## src/rtl/soc_boot_seq.sv

```systemverilog
// SoC boot sequencer: reset hold, boot-strap sampling, staged release, run.
// Define BOOT_SEQ_AUTOFETCH_EN to force fc_fetch_en_o high in RUN.
module soc_boot_seq #(
  parameter int RST_HOLD_CYCLES = 16,
  parameter int STRAP_SAMPLES   = 4,
  parameter int STRAP_TIMEOUT   = 64,
  parameter int FETCH_DELAY     = 8
) (
  input  logic       ref_clk_i,
  input  logic       rstn_glob_i,
  input  logic [1:0] bootsel_pad_i,
  input  logic       fetch_en_pad_i,
  output logic       soc_rstn_o,
  output logic [1:0] bootsel_o,
  output logic       fc_fetch_en_valid_o,
  output logic       fc_fetch_en_o,
  output logic       strap_err_o,
  output logic       boot_done_o
);

  localparam int MAXA = (RST_HOLD_CYCLES > STRAP_TIMEOUT) ?
                        RST_HOLD_CYCLES : STRAP_TIMEOUT;
  localparam int MAXP = (MAXA > FETCH_DELAY) ? MAXA : FETCH_DELAY;
  localparam int CW   = $clog2(MAXP + 1);
  localparam int SW   = $clog2(STRAP_SAMPLES + 1);

  typedef enum logic [1:0] {
    HOLD,
    STRAP,
    RELEASE,
    RUN
  } state_t;

  state_t          state, state_n;
  logic [CW-1:0]   cnt, cnt_n, cnt_inc;
  logic [SW-1:0]   samp, samp_n, samp_inc, samp_new;
  logic [1:0]      samp_val, samp_val_n;
  logic [1:0]      bs_s1, bs_s2;
  logic            fe_s1, fe_s2;
  logic [1:0]      bootsel_q, bootsel_n;
  logic            err_q, err_n;
  logic            rst_q, run_q;

  always_ff @(posedge ref_clk_i) begin
    if (!rstn_glob_i) begin
      state     <= HOLD;
      cnt       <= '0;
      samp      <= '0;
      samp_val  <= '0;
      bs_s1     <= '0;
      bs_s2     <= '0;
      fe_s1     <= 1'b0;
      fe_s2     <= 1'b0;
      bootsel_q <= '0;
      err_q     <= 1'b0;
      rst_q     <= 1'b0;
      run_q     <= 1'b0;
    end else begin
      state     <= state_n;
      cnt       <= cnt_n;
      samp      <= samp_n;
      samp_val  <= samp_val_n;
      bs_s1     <= bootsel_pad_i;
      bs_s2     <= bs_s1;
      fe_s1     <= fetch_en_pad_i;
      fe_s2     <= fe_s1;
      bootsel_q <= bootsel_n;
      err_q     <= err_n;
      rst_q     <= (state == RELEASE) || (state == RUN);
      run_q     <= (state == RUN);
    end
  end

  // Saturating increments keep every counter from wrapping.
  assign cnt_inc  = (cnt == {CW{1'b1}}) ? cnt : cnt + 1'b1;
  assign samp_inc = (samp >= SW'(STRAP_SAMPLES)) ? samp : samp + 1'b1;
  assign samp_new = ((samp == '0) || (bs_s2 != samp_val)) ?
                    SW'(1) : samp_inc;

  always_comb begin
    state_n    = state;
    cnt_n      = cnt_inc;
    samp_n     = samp;
    samp_val_n = samp_val;
    bootsel_n  = bootsel_q;
    err_n      = err_q;
    unique case (state)
      HOLD: begin
        if (cnt == CW'(RST_HOLD_CYCLES - 1)) begin
          state_n = STRAP;
          cnt_n   = '0;
          samp_n  = '0;
        end
      end
      STRAP: begin
        samp_n     = samp_new;
        samp_val_n = bs_s2;
        // Acceptance wins over a coincident timeout.
        if (samp_new >= SW'(STRAP_SAMPLES)) begin
          state_n   = RELEASE;
          cnt_n     = '0;
          bootsel_n = bs_s2;
        end else if (cnt == CW'(STRAP_TIMEOUT - 1)) begin
          state_n   = RELEASE;
          cnt_n     = '0;
          bootsel_n = bs_s2;
          err_n     = 1'b1;
        end
      end
      RELEASE: begin
        if (cnt == CW'(FETCH_DELAY - 1)) begin
          state_n = RUN;
          cnt_n   = '0;
        end
      end
      RUN: begin
        cnt_n = cnt;
      end
      default: begin
        state_n = HOLD;
        cnt_n   = '0;
      end
    endcase
  end

  assign soc_rstn_o          = rst_q;
  assign bootsel_o           = bootsel_q;
  assign fc_fetch_en_valid_o = run_q;
  assign strap_err_o         = err_q;
  assign boot_done_o         = run_q;

`ifdef BOOT_SEQ_AUTOFETCH_EN
  assign fc_fetch_en_o = run_q;
`else
  assign fc_fetch_en_o = run_q & fe_s2;
`endif

endmodule

```

## config.mk

```make
export PLATFORM = sky130hd
export DESIGN_NAME = soc_boot_seq
export DESIGN_NICKNAME = d
export VERILOG_FILES = /design/src/rtl/soc_boot_seq.sv
export SDC_FILE = /design/constraint.sdc
export NUM_CORES = 1
export LEC_CHECK = 0
export CAP_MARGIN = 25
export CORE_MARGIN = 2
export CORE_UTILIZATION = 55
export DETAILED_ROUTE_END_ITERATION = 10
export HOLD_SLACK_MARGIN = 0.06
export PLACE_DENSITY_LB_ADDON = 0.12
export SLEW_MARGIN = 10
export SYNTH_ARGS = -nofsm -noshare
export SYNTH_HDL_FRONTEND = slang
export SYNTH_SLANG_ARGS = --single-unit
```

## constraint.sdc

```tcl
create_clock -name ref_clk_i -period 2.14 [get_ports ref_clk_i]
set_input_delay 0.642 -clock ref_clk_i [delete_from_list [all_inputs] [get_ports ref_clk_i]]
set_output_delay 0.642 -clock ref_clk_i [all_outputs]
set_load 0.005 [all_outputs]
```

==> flow_metrics.env, run 1 <==
export IMPL_cp_arrival_ps=1330
export IMPL_drtIter0Drc=26
export IMPL_synth_seq_area_share=0.384
export IMPL_powerDensity_nw_per_um2=503
export IMPL_yosys_warnings=0
export IMPL_slew_viol_final=0
export IMPL_setup_viol=0
export IMPL_outcome="completed"
export IMPL_cts_tree="yes"
export IMPL_ir_worst_vdd_uv=490
export IMPL_synth_top_family_by_area="simple AND/OR/NAND/NOR gates"
export IMPL_switchingPower_mw=0.166
export IMPL_r2r_cells=7
export IMPL_hold_viol=0
export IMPL_min_path_type="reg2reg"
export IMPL_ff2ff_setup_slack_ps=180
export IMPL_nets=162
export IMPL_synth_xor_area_share=0.0384
export IMPL_finClkSkew_ps=9.76
export IMPL_globalRouteOverflowTotal=0
export IMPL_ctsLongestPathBuffers=2
export IMPL_drc=0
export IMPL_drive_above_1_share=0.101
export IMPL_die_w_um=52.7
export IMPL_synthMuxAreaShare=0.0393
export IMPL_holdPathEnd="bs_s2[0]$_SDFF_PN0_"
export IMPL_synth_seq_cells=25
export IMPL_synth_edf_count=0
export IMPL_initial_core_util=0.584
export IMPL_area_delta_synth_final_pct=12.3
export IMPL_grt_pass1_vias=893
export IMPL_worstReg2RegStart="state[0]$_SDFFE_PN0P_"
export IMPL_min_path_cells=1
export IMPL_ctsRootBufferMaster="clkbuf_4"
export IMPL_power_share_combinational=0.056
export IMPL_dpl_hpwl_mm=1.68
export IMPL_synth_ff_type="dfxtp_1"
export IMPL_synth_area_leader_cell="dfxtp_1"
export IMPL_clkPwrFrac=0.286
export IMPL_yosys_area_top_type_share=0.384
export IMPL_n_antenna_cell=0
export IMPL_viasPerCell=5.58
export IMPL_synthAdderAreaFrac=0.0767
export IMPL_core_area_um2=2230
export IMPL_synth_compound_gate_area_share=0.200
export IMPL_post_cts_buffers=0
export IMPL_antenna_found_initial=0
export IMPL_netlist_cell_type_count=43
export IMPL_path_max_fanout=3
export IMPL_cts_resized=0
export IMPL_clk_pin_slew_ps=140
export IMPL_worstMarginPinSlew_ps=365
export IMPL_yosysMostFrequentCell="dfxtp_1"
export IMPL_crit_type="reg2out"
export IMPL_fin_crit_sh=0.920
export IMPL_synthTopCellsByArea="dfxtp_1 (38%), ha_1 (7.7%), and2_1 (4.3%)"
export IMPL_rows=17
export IMPL_io_pins=12
export IMPL_cts_num_sinks=25
export IMPL_globalRouteTotalUtil=0.199
export IMPL_cts_hold_buf=0
export IMPL_drt_first_pass_iters=4
export IMPL_setup_tns_ps=0
export IMPL_max_cap_violations=0
export IMPL_rsz0062_at_grt="no"
export IMPL_place_inst=172
export IMPL_min_from="bs_s1[0]$_SDFF_PN0_"
export IMPL_r2r_end="state[0]$_SDFFE_PN0P_"
export IMPL_wire_per_inst_um=13.5
export IMPL_end_kind="primary output"
export IMPL_max_slew_margin=0.756
export IMPL_synth_simple_gate_area_share=0.216
export IMPL_async_flop_share=0
export IMPL_synthCells=136
export IMPL_p_int_mw=0.572
export IMPL_synth_area_per_cell_um2=9.60
export IMPL_io_buffers=11
export IMPL_grt_pass1_wl_mm=4.05
export IMPL_critPathLaunchType="flop"
export IMPL_syn_area_um2=1310
export IMPL_required_ps=1500
export IMPL_gp_congestion=0.802
export IMPL_vias=982
export IMPL_die_h_um=52.7
export IMPL_fin_crit_ps=1970
export IMPL_synth_cells_most_frequent="dfxtp_1 (25), nand2_1 (11), and2_1 (9)"
export IMPL_grt_start_max_net_pins=20
export IMPL_wl_mm=2.37
export IMPL_htreeDepth=1
export IMPL_leakage_nw=0.582
export IMPL_dieArea_um2=2780
export IMPL_synthesis_nets=149
export IMPL_cts_buffers=3
export IMPL_switching_share=0.225
export IMPL_clock_latency_ps=320
export IMPL_fmax_ghz=0.508
export IMPL_seqPwrFrac=0.657
export IMPL_ant_nets=0
export IMPL_layout_cells_non_filler=176
==> final cells by class <==
type                       instances  area (um2)
inverter                           7        26.3
multi-input combinational         98         744
sequential                        25         500
fill                             194         768
clock buffer                       4        26.3
timing repair buffer              14         133
tap                               28        35.0
==> per-stage QoR <==
step                cell area (um2)  setup WS (ps)  hold WS [ps]   util  power (mW)
CTS                            1470            154           450  0.656       0.737
global route                   1470           51.6           463  0.656       0.770
finish                         1470            170           449  0.656       0.737
floorplan                      1310            324           412      -       0.522
global placement               1440            281           415  0.644       0.535
detailed placement             1440            259           418  0.644       0.536
==> cells by family after synthesis <==
logic type / count (synthesis)
XOR/XNOR: 4
AND/OR/NAND/NOR: 51
multiplexers: 5
buffers and inverters: 13
flip-flops: 25
adder cells (fa/ha/maj): 8
AO/OA/AOI/OAI: 30
==> routing by layer <==
| metal | track usage | wire length (um) | up-vias |
|---|---|---|---|
| li1 | - | - | 501 |
| met1 | 0.258 | 1130 | 456 |
| met5 | 0 | 0 | - |
| met4 | 0.0769 | 38 | 0 |
| met2 | 0.325 | 1120 | 20 |
| met3 | 0.0343 | 82 | 5 |
==> layout by cell type, fill, tap and decap left out, types with 2 or more instances in the layout <==
| cell type | n |
|---|---|
| a21oi_1 | 2 |
| a22o_1 | 4 |
| and2_1 | 9 |
| buf_4 | 3 |
| clkbuf_4 | 3 |
| clkdlybuf4s50_1 | 11 |
| dfxtp_1 | 25 |
| ha_1 | 8 |
| inv_1 | 7 |
| mux2i_1 | 4 |
| nand2_1 | 11 |
| nand3_1 | 6 |
| nor2_1 | 8 |
| nor2b_1 | 7 |
| nor4_1 | 2 |
| o21ai_0 | 2 |
| o21ai_1 | 5 |
| o311a_1 | 2 |
| o41ai_1 | 2 |
| xor2_1 | 2 |
| xor2_2 | 2 |
==> critical path, cell delays in order (launching register included) <==
cell	delay (ps)
dfxtp_1	370
and2_1	140
clkdlybuf4s50_1	510
==> state kept, by name, indices dropped and copies added (netlist names), 2 cells and up <==
register / cells
bs_s1: 2
state: 2
bootsel_o: 2
bs_s2: 2
samp: 3
cnt: 7
samp_val: 2
==> how the worst max path moves through the flow <==
stage,from,end,slack (ps)
2_1_floorplan,samp[0]$_SDFFE_PN0P_,cnt[0]$_SDFFE_PN0N_,320
3_3_place_gp,rstn_glob_i,cnt[0]$_SDFFE_PN0N_,280
3_5_place_dp,samp[0]$_SDFFE_PN0P_,cnt[0]$_SDFFE_PN0N_,260
4_1_cts,boot_done_o$_SDFF_PN0_,fc_fetch_en_o,150
5_1_grt,state[0]$_SDFFE_PN0P_,state[0]$_SDFFE_PN0P_,50
6_report,boot_done_o$_SDFF_PN0_,fc_fetch_en_o,170
==> power by group through the flow <==
| stage | clock network, mW | logic [mW] | registers, mW |
|---|---|---|---|
| 2_1_floorplan | 0 | 0.0295 | 0.493 |
| 3_3_place_gp | 0 | 0.0410 | 0.494 |
| 4_1_cts | 0.211 | 0.0419 | 0.484 |
| 6_report | 0.211 | 0.0416 | 0.485 |
| 3_5_place_dp | 0 | 0.0414 | 0.495 |
| 5_1_grt | 0.236 | 0.0469 | 0.486 |
(Power assumes the default switching activity.)
==> run 2, diff against run 1 <==
- CORE_UTILIZATION: 55 -> 35
==> run 2 against run 1 <==
Routed wire length increased by 0.42%; core utilization decreased by 24 points; flip-flop and latch count unchanged; critical path depth increased by 4; non-clock buffer count increased by 1; global-route usage decreased by 7.6 points; sequential power about the same; clock-buffer cell count unchanged; clock power increased by 30%; combinational power increased by 2%; largest cell class unchanged; highest routed layer unchanged.
==> flow_metrics.env, run 2 (synthesis results as in run 1) <==
export IMPL_cp_slowest_cell="dfxtp_1"
export IMPL_end_kind="flop"
export IMPL_path_max_fanout=5
export IMPL_vias=979
export IMPL_io_buffers=11
export IMPL_cts_tree="yes"
export IMPL_ctsRootBufferMaster="clkbuf_8"
export IMPL_max_slew_margin=0.743
export IMPL_die_w_um=65.1
export IMPL_wl_mm=2.38
export IMPL_ir_worst_vdd_uv=309
export IMPL_ff2ff_setup_slack_ps=250
export IMPL_layout_cells_non_filler=197
export IMPL_cp_arrival_ps=2050
export IMPL_setup_tns_ps=0
export IMPL_clk_pin_slew_ps=80
export IMPL_powerDensity_nw_per_um2=527
export IMPL_nets=163
export IMPL_htreeDepth=1
export IMPL_cts_num_sinks=25
export IMPL_grt_busiest_layer="met2"
export IMPL_cts_buffers=3
export IMPL_ant_nets=0
export IMPL_post_place_ws_ps=262
export IMPL_outcome="completed"
export IMPL_cp_top_family="compound AO/OA/AOI/OAI gates"
export IMPL_rsz0062_at_grt="no"
export IMPL_worstMarginPinSlew_ps=385
export IMPL_grt_use_met1=0.151
export IMPL_largest_register="cnt"
export IMPL_grt_start_max_net_pins=20
export IMPL_fin_crit_sh=0.883
export IMPL_area_delta_synth_final_pct=16.2
export IMPL_fin_crit_ps=1890
export IMPL_worst_slack_ps=251
export IMPL_critPathLaunchType="flop"
export IMPL_finClkSkew_ps=3.22
export IMPL_final_common_cell="dfxtp_1"
export IMPL_drtIter0Drc=47
export IMPL_viasPerCell=4.97
export IMPL_r2r_cells=6
export IMPL_layout_common_cells="dfxtp_1 (25), nand2_1 (11), clkdlybuf4s50_1 (11)"
export IMPL_drive_above_1_share=0.107
export IMPL_wire_per_inst_um=12.1
export IMPL_io_pins=12
export IMPL_drt_first_pass_iters=4
export IMPL_grt_use_met3=0.0260
export IMPL_cts_hold_buf=0
export IMPL_place_inst=193
export IMPL_max_cap_violations=0
export IMPL_post_cts_buffers=0
export IMPL_gp_congestion=0.855
export IMPL_initial_core_util=0.359
export IMPL_n_antenna_cell=0
export IMPL_slew_viol_final=0
export IMPL_die_h_um=65.1
export IMPL_min_from="bs_s1[1]$_SDFF_PN0_"
export IMPL_path_cells="ha_1 > nand3b_4 > o31ai_4 > o311a_1 > nor2_2 > a221o_1"
export IMPL_globalRouteTotalUtil=0.123
export IMPL_r2r_end="cnt[0]$_SDFFE_PN0N_"
export IMPL_core_area_um2=3630
export IMPL_setup_viol=0
export IMPL_slowest_delay_ps=400
export IMPL_crit_type="reg2reg"
export IMPL_dpl_hpwl_mm=1.79
export IMPL_min_path_cells=1
export IMPL_largest_reg_flops=7
export IMPL_grt_pass1_wl_mm=4.08
export IMPL_globalRouteOverflowTotal=0
export IMPL_worstPathBufferInverterCount=0
export IMPL_antenna_found_initial=0
export IMPL_rows=22
export IMPL_worstReg2RegStart="cnt[0]$_SDFFE_PN0N_"
export IMPL_hold_viol=0
export IMPL_crit_path_start="cnt[0]$_SDFFE_PN0N_"
export IMPL_cts_resized=0
export IMPL_grt_pass1_vias=969
export IMPL_min_path_type="reg2reg"
export IMPL_dieArea_um2=4230
export IMPL_leakage_nw=0.595
export IMPL_drc=0
export IMPL_clock_latency_ps=260
export IMPL_holdPathEnd="bs_s2[1]$_SDFF_PN0_"
export IMPL_ctsLongestPathBuffers=2
export IMPL_use_met2=0.209
export IMPL_required_ps=2300
export IMPL_fmax_ghz=0.529
export IMPL_reg_top3="cnt: 7 flops, samp: 3 flops"
## run 2: changes by cell type in the layout (fill, tap and decap cells not counted), sizes merged
cell	delta
buf	+1
## run 2: how the worst max path moves through the flow
stage	to	slack (ps)	cells after the start
floorplan	cnt[0]$_SDFFE_PN0N_	320	7
global placement	cnt[0]$_SDFFE_PN0N_	270	3
detailed placement	cnt[0]$_SDFFE_PN0N_	260	3
CTS	fc_fetch_en_o	230	2
global route	samp[2]$_SDFFE_PN0P_	130	5
finish	cnt[0]$_SDFFE_PN0N_	250	6
## run 2: metal layers
| metal | up-vias | share of wire | routed length, um |
|---|---|---|---|
| met3 | 4 | 0.016 | 38 |
| met4 | 0 | 0.013 | 30 |
| met1 | 466 | 0.50 | 1190 |
| li1 | 502 | - | - |
| met5 | - | 0 | 0 |
| met2 | 7 | 0.47 | 1130 |
## run 2: per-stage QoR
stage	util	power [mW]	cell area, um2	hold WS [ps]
final	0.417	0.800	1520	439
after global routing	0.417	0.829	1520	455
after CTS	0.417	0.812	1520	443
after detailed placement	0.405	0.538	1470	421
after global placement	0.405	0.537	1470	417
after floorplan	-	0.522	1310	412
## run 2: cell type report
type	instances	area, um2
fillers	369	2120
multi-input cells	98	744
flip-flops and latches	25	500
repair buffers	15	140
well taps	48	60.1
clock buffers	4	45.0
inverters	7	26.3
## run 2: power breakdown
part | switching [mW] | leakage [nW] | internal (mW)
registers | 0.00928 | 0.203 | 0.475
logic | 0.0189 | 0.369 | 0.0234
clock network | 0.141 | 0.0228 | 0.133
total | 0.169 | 0.595 | 0.631
